[src/rtl/store_queue_param_pkg.sv]
// Shared types and sizing helpers for the parametrised store queue.
package store_queue_param_pkg;

  localparam int unsigned LOG2_MAX_IDS  = 3;
  localparam int unsigned FLEN_INTERNAL = 34;
  localparam int unsigned ADDR_W        = 32;
  localparam int unsigned BE_W          = 4;
  localparam int unsigned FN3_W         = 3;

  // Per-entry store fields; data and id live in their own parametrised arrays.
  typedef struct packed {
    logic [ADDR_W-1:0] addr;
    logic [BE_W-1:0]   be;
    logic [FN3_W-1:0]  fn3;
    logic              is_float;
  } sq_param_entry_t;

  // Pointer width: index bits plus one wrap bit.
  function automatic int unsigned sq_ptr_w(input int unsigned depth);
    return $clog2(depth) + 1;
  endfunction

endpackage

[src/rtl/store_queue_param.sv]
// In-order store queue: speculative stores wait for release, released stores
// drain to the cache write port, and a flush drops everything not yet released.
module store_queue_param
  import store_queue_param_pkg::*;
#(
  parameter int unsigned DEPTH      = 4,
  parameter int unsigned DATA_WIDTH = 32,
  parameter int unsigned ID_W       = LOG2_MAX_IDS
) (
  input  logic                  clk,
  input  logic                  rst,
  input  logic                  push_valid_i,
  output logic                  push_ready_o,
  input  logic [ADDR_W-1:0]     push_addr_i,
  input  logic [BE_W-1:0]       push_be_i,
  input  logic [FN3_W-1:0]      push_fn3_i,
  input  logic                  push_is_float_i,
  input  logic [DATA_WIDTH-1:0] push_data_i,
  input  logic [ID_W-1:0]       push_id_i,
  input  logic                  release_i,
  input  logic                  flush_i,
  output logic                  pop_valid_o,
  input  logic                  pop_ready_i,
  output logic [ADDR_W-1:0]     pop_addr_o,
  output logic [BE_W-1:0]       pop_be_o,
  output logic [FN3_W-1:0]      pop_fn3_o,
  output logic                  pop_is_float_o,
  output logic [DATA_WIDTH-1:0] pop_data_o,
  output logic [ID_W-1:0]       pop_id_o,
  input  logic [ADDR_W-1:0]     load_addr_i,
  output logic                  load_conflict_o,
  output logic                  sq_empty_o,
  output logic                  no_released_stores_pending_o
);

  localparam int unsigned IDX_W = $clog2(DEPTH);
  localparam int unsigned PTR_W = sq_ptr_w(DEPTH);

  logic [PTR_W-1:0] head_q, head_d;
  logic [PTR_W-1:0] rel_q, rel_d;
  logic [PTR_W-1:0] tail_q, tail_d;

  sq_param_entry_t       entry_q [DEPTH];
  logic [DATA_WIDTH-1:0] data_q  [DEPTH];
  logic [ID_W-1:0]       id_q    [DEPTH];

  logic             full;
  logic             do_push;
  logic             do_rel;
  logic             do_pop;
  logic [IDX_W-1:0] head_idx;
  logic [IDX_W-1:0] tail_idx;
  logic [PTR_W-1:0] count;
  logic [DEPTH-1:0] valid_mask;
  logic             unused_load_lsb;

  assign head_idx = head_q[IDX_W-1:0];
  assign tail_idx = tail_q[IDX_W-1:0];
  assign count    = tail_q - head_q;

  // Full when the wrap bits differ but the index bits match.
  assign full = (tail_q[IDX_W] != head_q[IDX_W]) && (tail_idx == head_idx);

  assign push_ready_o = !full && !flush_i;
  assign do_push      = push_valid_i && push_ready_o;
  assign do_rel       = release_i && (rel_q != tail_q);
  assign pop_valid_o  = (head_q != rel_q);
  assign do_pop       = pop_valid_o && pop_ready_i;

  // Release is applied before flush so a store retiring in the flush cycle survives.
  always_comb begin
    head_d = head_q + PTR_W'(do_pop);
    rel_d  = rel_q + PTR_W'(do_rel);
    tail_d = tail_q;
    if (flush_i) begin
      tail_d = rel_d;
    end else if (do_push) begin
      tail_d = tail_q + PTR_W'(1);
    end
  end

  always_ff @(posedge clk or posedge rst) begin
    if (rst) begin
      head_q <= '0;
      rel_q  <= '0;
      tail_q <= '0;
    end else begin
      head_q <= head_d;
      rel_q  <= rel_d;
      tail_q <= tail_d;
    end
  end

  // Storage array is intentionally left unreset; pointers alone define validity.
  always_ff @(posedge clk) begin
    if (do_push) begin
      entry_q[tail_idx].addr     <= push_addr_i;
      entry_q[tail_idx].be       <= push_be_i;
      entry_q[tail_idx].fn3      <= push_fn3_i;
      entry_q[tail_idx].is_float <= push_is_float_i;
      data_q[tail_idx]           <= push_data_i;
      id_q[tail_idx]             <= push_id_i;
    end
  end

  assign pop_addr_o     = entry_q[head_idx].addr;
  assign pop_be_o       = entry_q[head_idx].be;
  assign pop_fn3_o      = entry_q[head_idx].fn3;
  assign pop_is_float_o = entry_q[head_idx].is_float;
  assign pop_data_o     = data_q[head_idx];
  assign pop_id_o       = id_q[head_idx];

  // An entry is live when its distance from head is below the occupancy.
  always_comb begin
    valid_mask      = '0;
    load_conflict_o = 1'b0;
    for (int unsigned i = 0; i < DEPTH; i++) begin
      valid_mask[i] = PTR_W'(IDX_W'(i) - head_idx) < count;
      if (valid_mask[i] && (entry_q[i].addr[ADDR_W-1:2] == load_addr_i[ADDR_W-1:2])) begin
        load_conflict_o = 1'b1;
      end
    end
  end

  assign unused_load_lsb = ^load_addr_i[1:0];

  assign sq_empty_o                   = (head_q == tail_q);
  assign no_released_stores_pending_o = (head_q == rel_q);

endmodule

[config.mk]
export PLATFORM = sky130hd
export DESIGN_NAME = store_queue_param
export DESIGN_NICKNAME = d
export VERILOG_FILES = /design/src/rtl/store_queue_param_pkg.sv /design/src/rtl/store_queue_param.sv
export SDC_FILE = /design/constraint.sdc
export NUM_CORES = 1
export LEC_CHECK = 0
export CAP_MARGIN = 0
export CORE_ASPECT_RATIO = 1.1
export CORE_MARGIN = 2
export CORE_UTILIZATION = 54
export DETAILED_ROUTE_END_ITERATION = 8
export PLACE_DENSITY = 0.8
export SYNTH_ARGS = -nofsm -noshare
export SYNTH_HDL_FRONTEND = slang
export SYNTH_SLANG_ARGS = --single-unit
[constraint.sdc]
create_clock -name clk -period 4.75 [get_ports clk]
set_clock_uncertainty 0.2 [all_clocks]
set_input_delay 0.95 -clock clk [delete_from_list [all_inputs] [get_ports clk]]
set_output_delay 0.95 -clock clk [all_outputs]
set_load 0.02 [all_outputs]
==> run_results.csv <==
group,metric,value,unit
placement,place_hpwl,18860,um
yosys,avgSynthCellArea,19.50,um^2
setup_path,path_common_cell,"inv_1",
detailed_routing,ant_nets,0,
sta,setup_ws,0.1751,ns
status,outcome,"completed",
floorplan,die_w,152.2,um
floorplan,dieArea,25420,um^2
clock_network,cts_buffers,30,
setup_path,startpoint_type,"flop",
setup_path,critPathMaxFanout,6,
pwr,pwr-share-seq,37.0,%
clock_network,cts_setup_buffers,0,
sta,relSlewSlack,46.02,%
sta,fin_crit_sh,96.31,%
setup_path,cpLargestDelayFamily,"adder cells",
setup_path,worstPathRequired,3.60,ns
clock_network,cts_tree,"built",
final_layout,area_delta_synth_final,24.94,%
final_layout,fin_nets,987,
setup_path,crit_path_cell_trace,"inv_1 > ha_1 > inv_1 > fa_1 > inv_1 > ha_1 > nor2b_1 > o21ai_1 > nand4_1 > or3_1 > nand4_1 > clkbuf_2",
hold_path,hold_path.class,"reg -> reg",
yosys,synth_cells,669,
detailed_routing,vias_per_cell,5.717,
pwr,power_frac_clock,25.0,%
setup_path,crit_type,"reg -> out",
grt,grt_pass1_vias,7345,
setup_path,cp_data_arrival_time,3.42,ns
floorplan,start_util,55.05,%
clock_network,cts-root-buf,"clkbuf_16",
sta,setup_tns,0,ns
pwr,vdd_ir_drop_max,0.4261,mV
yosys,synth_top_area_share,69.06,%
clock_network,clk_pin_slew,0.06,ns
sta,fmax,218.6,MHz
pwr,swShare,31.77,%
pwr,switchingPower,3.035,mW
grt,grt_max_degree,51,
pwr,p_per_area,586.1,nW/um^2
detailed_routing,detail_route.wl_per_cell,23.86,um
final_layout,utilization,68.78,%
detailed_routing,vias,6775,
clock_network,clockBufferDepth,3,
clock_network,htreeDepth,1,
floorplan,rows,59,
sta,period_needed,4.575,ns
placement,dp_slack,0.2094,ns
yosys,synth_top_cell_by_area,"edfxtp_1",
run,maxCapViolCount,0,
floorplan,pin_count,193,
yosys,synth_area,13050,um^2
pwr,internal-power,6.517,mW
yosys,synth_area_leaders,"edfxtp_1, mux4_2, xnor2_1",
clock_network,clock_latency,0.55,ns
setup_path,cp-end-kind,"output port",
detailed_routing,dr.first_iter.drc_count,433,
yosys,synth_nets,802,
placement,place.gp.congestion,0.8717,
floorplan,core,23700,um^2
clock_network,clock_sinks,309,
sta,setup_viol,0,
pwr,p_leak,5.283,nW
clock_network,ctsHoldBuffers,0,
yosys,synth_cell_types,32,
grt,grt_use_total,22.37,%
yosys,yosysSeqAreaShare,70.78,%
setup_path,slowest_delay,0.47,ns
grt,gr-total-overflow,0,
sta,hold_slack,0.3769,ns
detailed_routing,dr.pass1.iters,7,
sta,hold_viol_final,0,
floorplan,die_h,167.0,um
sta,worst_pin_slew,0.8097,ns
grt,grt_pass1_wl,43460,um
setup_path,rrSetupSlack,1.80,ns
placement,port_buffers,190,
sta,slew_viol_final,0,
detailed_routing,drt_wl_total,28280,um
final_layout,drive_gt1_share,16.40,%
yosys,synth_warnings,0,
pwr,pwr-share-comb,38.0,%
yosys,ys_ff_latch,309,
setup_path,critPathBufInv,4,
grt,antenna_found_initial,5,
sta,rsz0062_at_grt,"false",
detailed_routing,drc_errors,0,
setup_path,critPathSlowestCell,"dfrtp_1",
==> synth_stat cells, drive strengths merged <==
cell / number
dfrtp: 9
nand2: 9
fa: 1
nor4: 13
a31oi: 1
mux4: 75
nand4: 26
xor2: 34
o21ai: 3
a221oi: 1
nor3: 1
a311oi: 1
o22ai: 2
a21o: 1
edfxtp: 300
ha: 19
or3: 1
nand3: 3
and2: 5
clkbuf: 35
nor2: 2
xnor2: 98
nor2b: 2
buf: 13
o31a: 1
inv: 13
==> worst reg2reg max path: stages, from the launching register on <==
cell	delay, ns
dfrtp_4	0.47
inv_1	0.18
ha_1	0.32
a311oi_4	0.40
and2_4	0.76
buf_12	0.30
==> power by group through the flow <==
stage,Combinational [mW],Sequential (mW),Clock [mW]
after detailed placement,3.63,3.59,0
final,3.63,3.53,2.39
after CTS,3.68,3.53,2.43
after global routing,3.88,3.56,2.54
after floorplan,2.24,3.54,0
after global placement,3.59,3.56,0
==> flip-flops by register name, summed over array words and instances (netlist names) <==
register and count:
data_q 128, entry_q 160, head_q 3, id_q 12, rel_q 3, tail_q 3
==> per-layer routing <==
layer | vias up | global-route usage, % | share of wire (%)
li1 | 3004 | - | -
met1 | 3435 | 29.36 | 39
met2 | 282 | 37.64 | 50
met3 | 48 | 6.063 | 8.8
met4 | 6 | 5.607 | 2.0
met5 | - | 0 | 0.13
==> layout make-up <==
class / instances / area (um^2)
clock buffer: 34 / 787.0
clock inverter: 22 / 222.7
sequential: 309 / 9241
tap: 305 / 381.6
antenna: 2 / 5.005
inverter: 13 / 48.80
fill: 1479 / 7398
timing repair buffer: 201 / 2037
multi-input combinational: 299 / 3575
==> final timing paths <==
path                                        from                       to  depth (start not counted)
max                        tail_q[0]$_DFFE_PP0P_          load_conflict_o                         12
min                          head_q[2]$_DFF_PP0_      head_q[2]$_DFF_PP0_                          1
max reg2reg                  head_q[1]$_DFF_PP0_  data_q[1][18]$_DFFE_PP_                          5
min reg2reg                  head_q[2]$_DFF_PP0_      head_q[2]$_DFF_PP0_                          1
max in group asynchronous                    rst      head_q[1]$_DFF_PP0_                          2
min in group asynchronous                    rst    tail_q[0]$_DFFE_PP0P_                          2
==> through the flow <==
stage / std cells / area [um^2] / power, mW
final: 1185 / 16300 / 9.552
after detailed placement: 1127 / 15270 / 7.223
after CTS: 1183 / 16290 / 9.638
after global placement: 1127 / 15270 / 7.142
after floorplan: 669 / 13050 / 5.781
after global routing: 1185 / 16300 / 9.979
==> kinds of logic (layout without fill, tap and decap cells) <==
kind of cell | after synthesis | in the layout | share of synthesized area, %
buffers and inverters | 61 | 270 | 1.890
muxes | 75 | 75 | 12.95
and+or+nand+nor | 62 | 62 | 2.772
xor gates and xnor gates | 132 | 132 | 8.978
AOI/OAI and AO/OA | 10 | 10 | 0.6523
DFF | 309 | 309 | 70.78
other | 0 | 2 | 0
adders and majority gates | 20 | 20 | 1.976
==> cell usage in the layout, fill, tap and decap left out, types with 3 or more instances in the layout <==
cell	netlist	final
and2_4	1	4
buf_12	0	4
buf_4	2	5
bufinv_16	0	4
clkbuf_1	35	3
clkbuf_16	0	31
clkdlybuf4s50_1	0	189
clkinv_1	0	6
clkinv_2	0	8
dfrtp_1	9	7
edfxtp_1	300	300
ha_1	19	19
inv_1	13	13
mux4_2	75	75
nand2_1	9	9
nand3_1	3	3
nand4_1	26	26
nor4_1	13	12
xnor2_1	98	98
xor2_1	32	32
==> timing repair <==
action,4_1_cts,5_1_grt
resized for setup,4,3
hold endpoints to repair,0,0
endpoints found under the setup margin,38,9
Power figures use the tool's default switching activity.
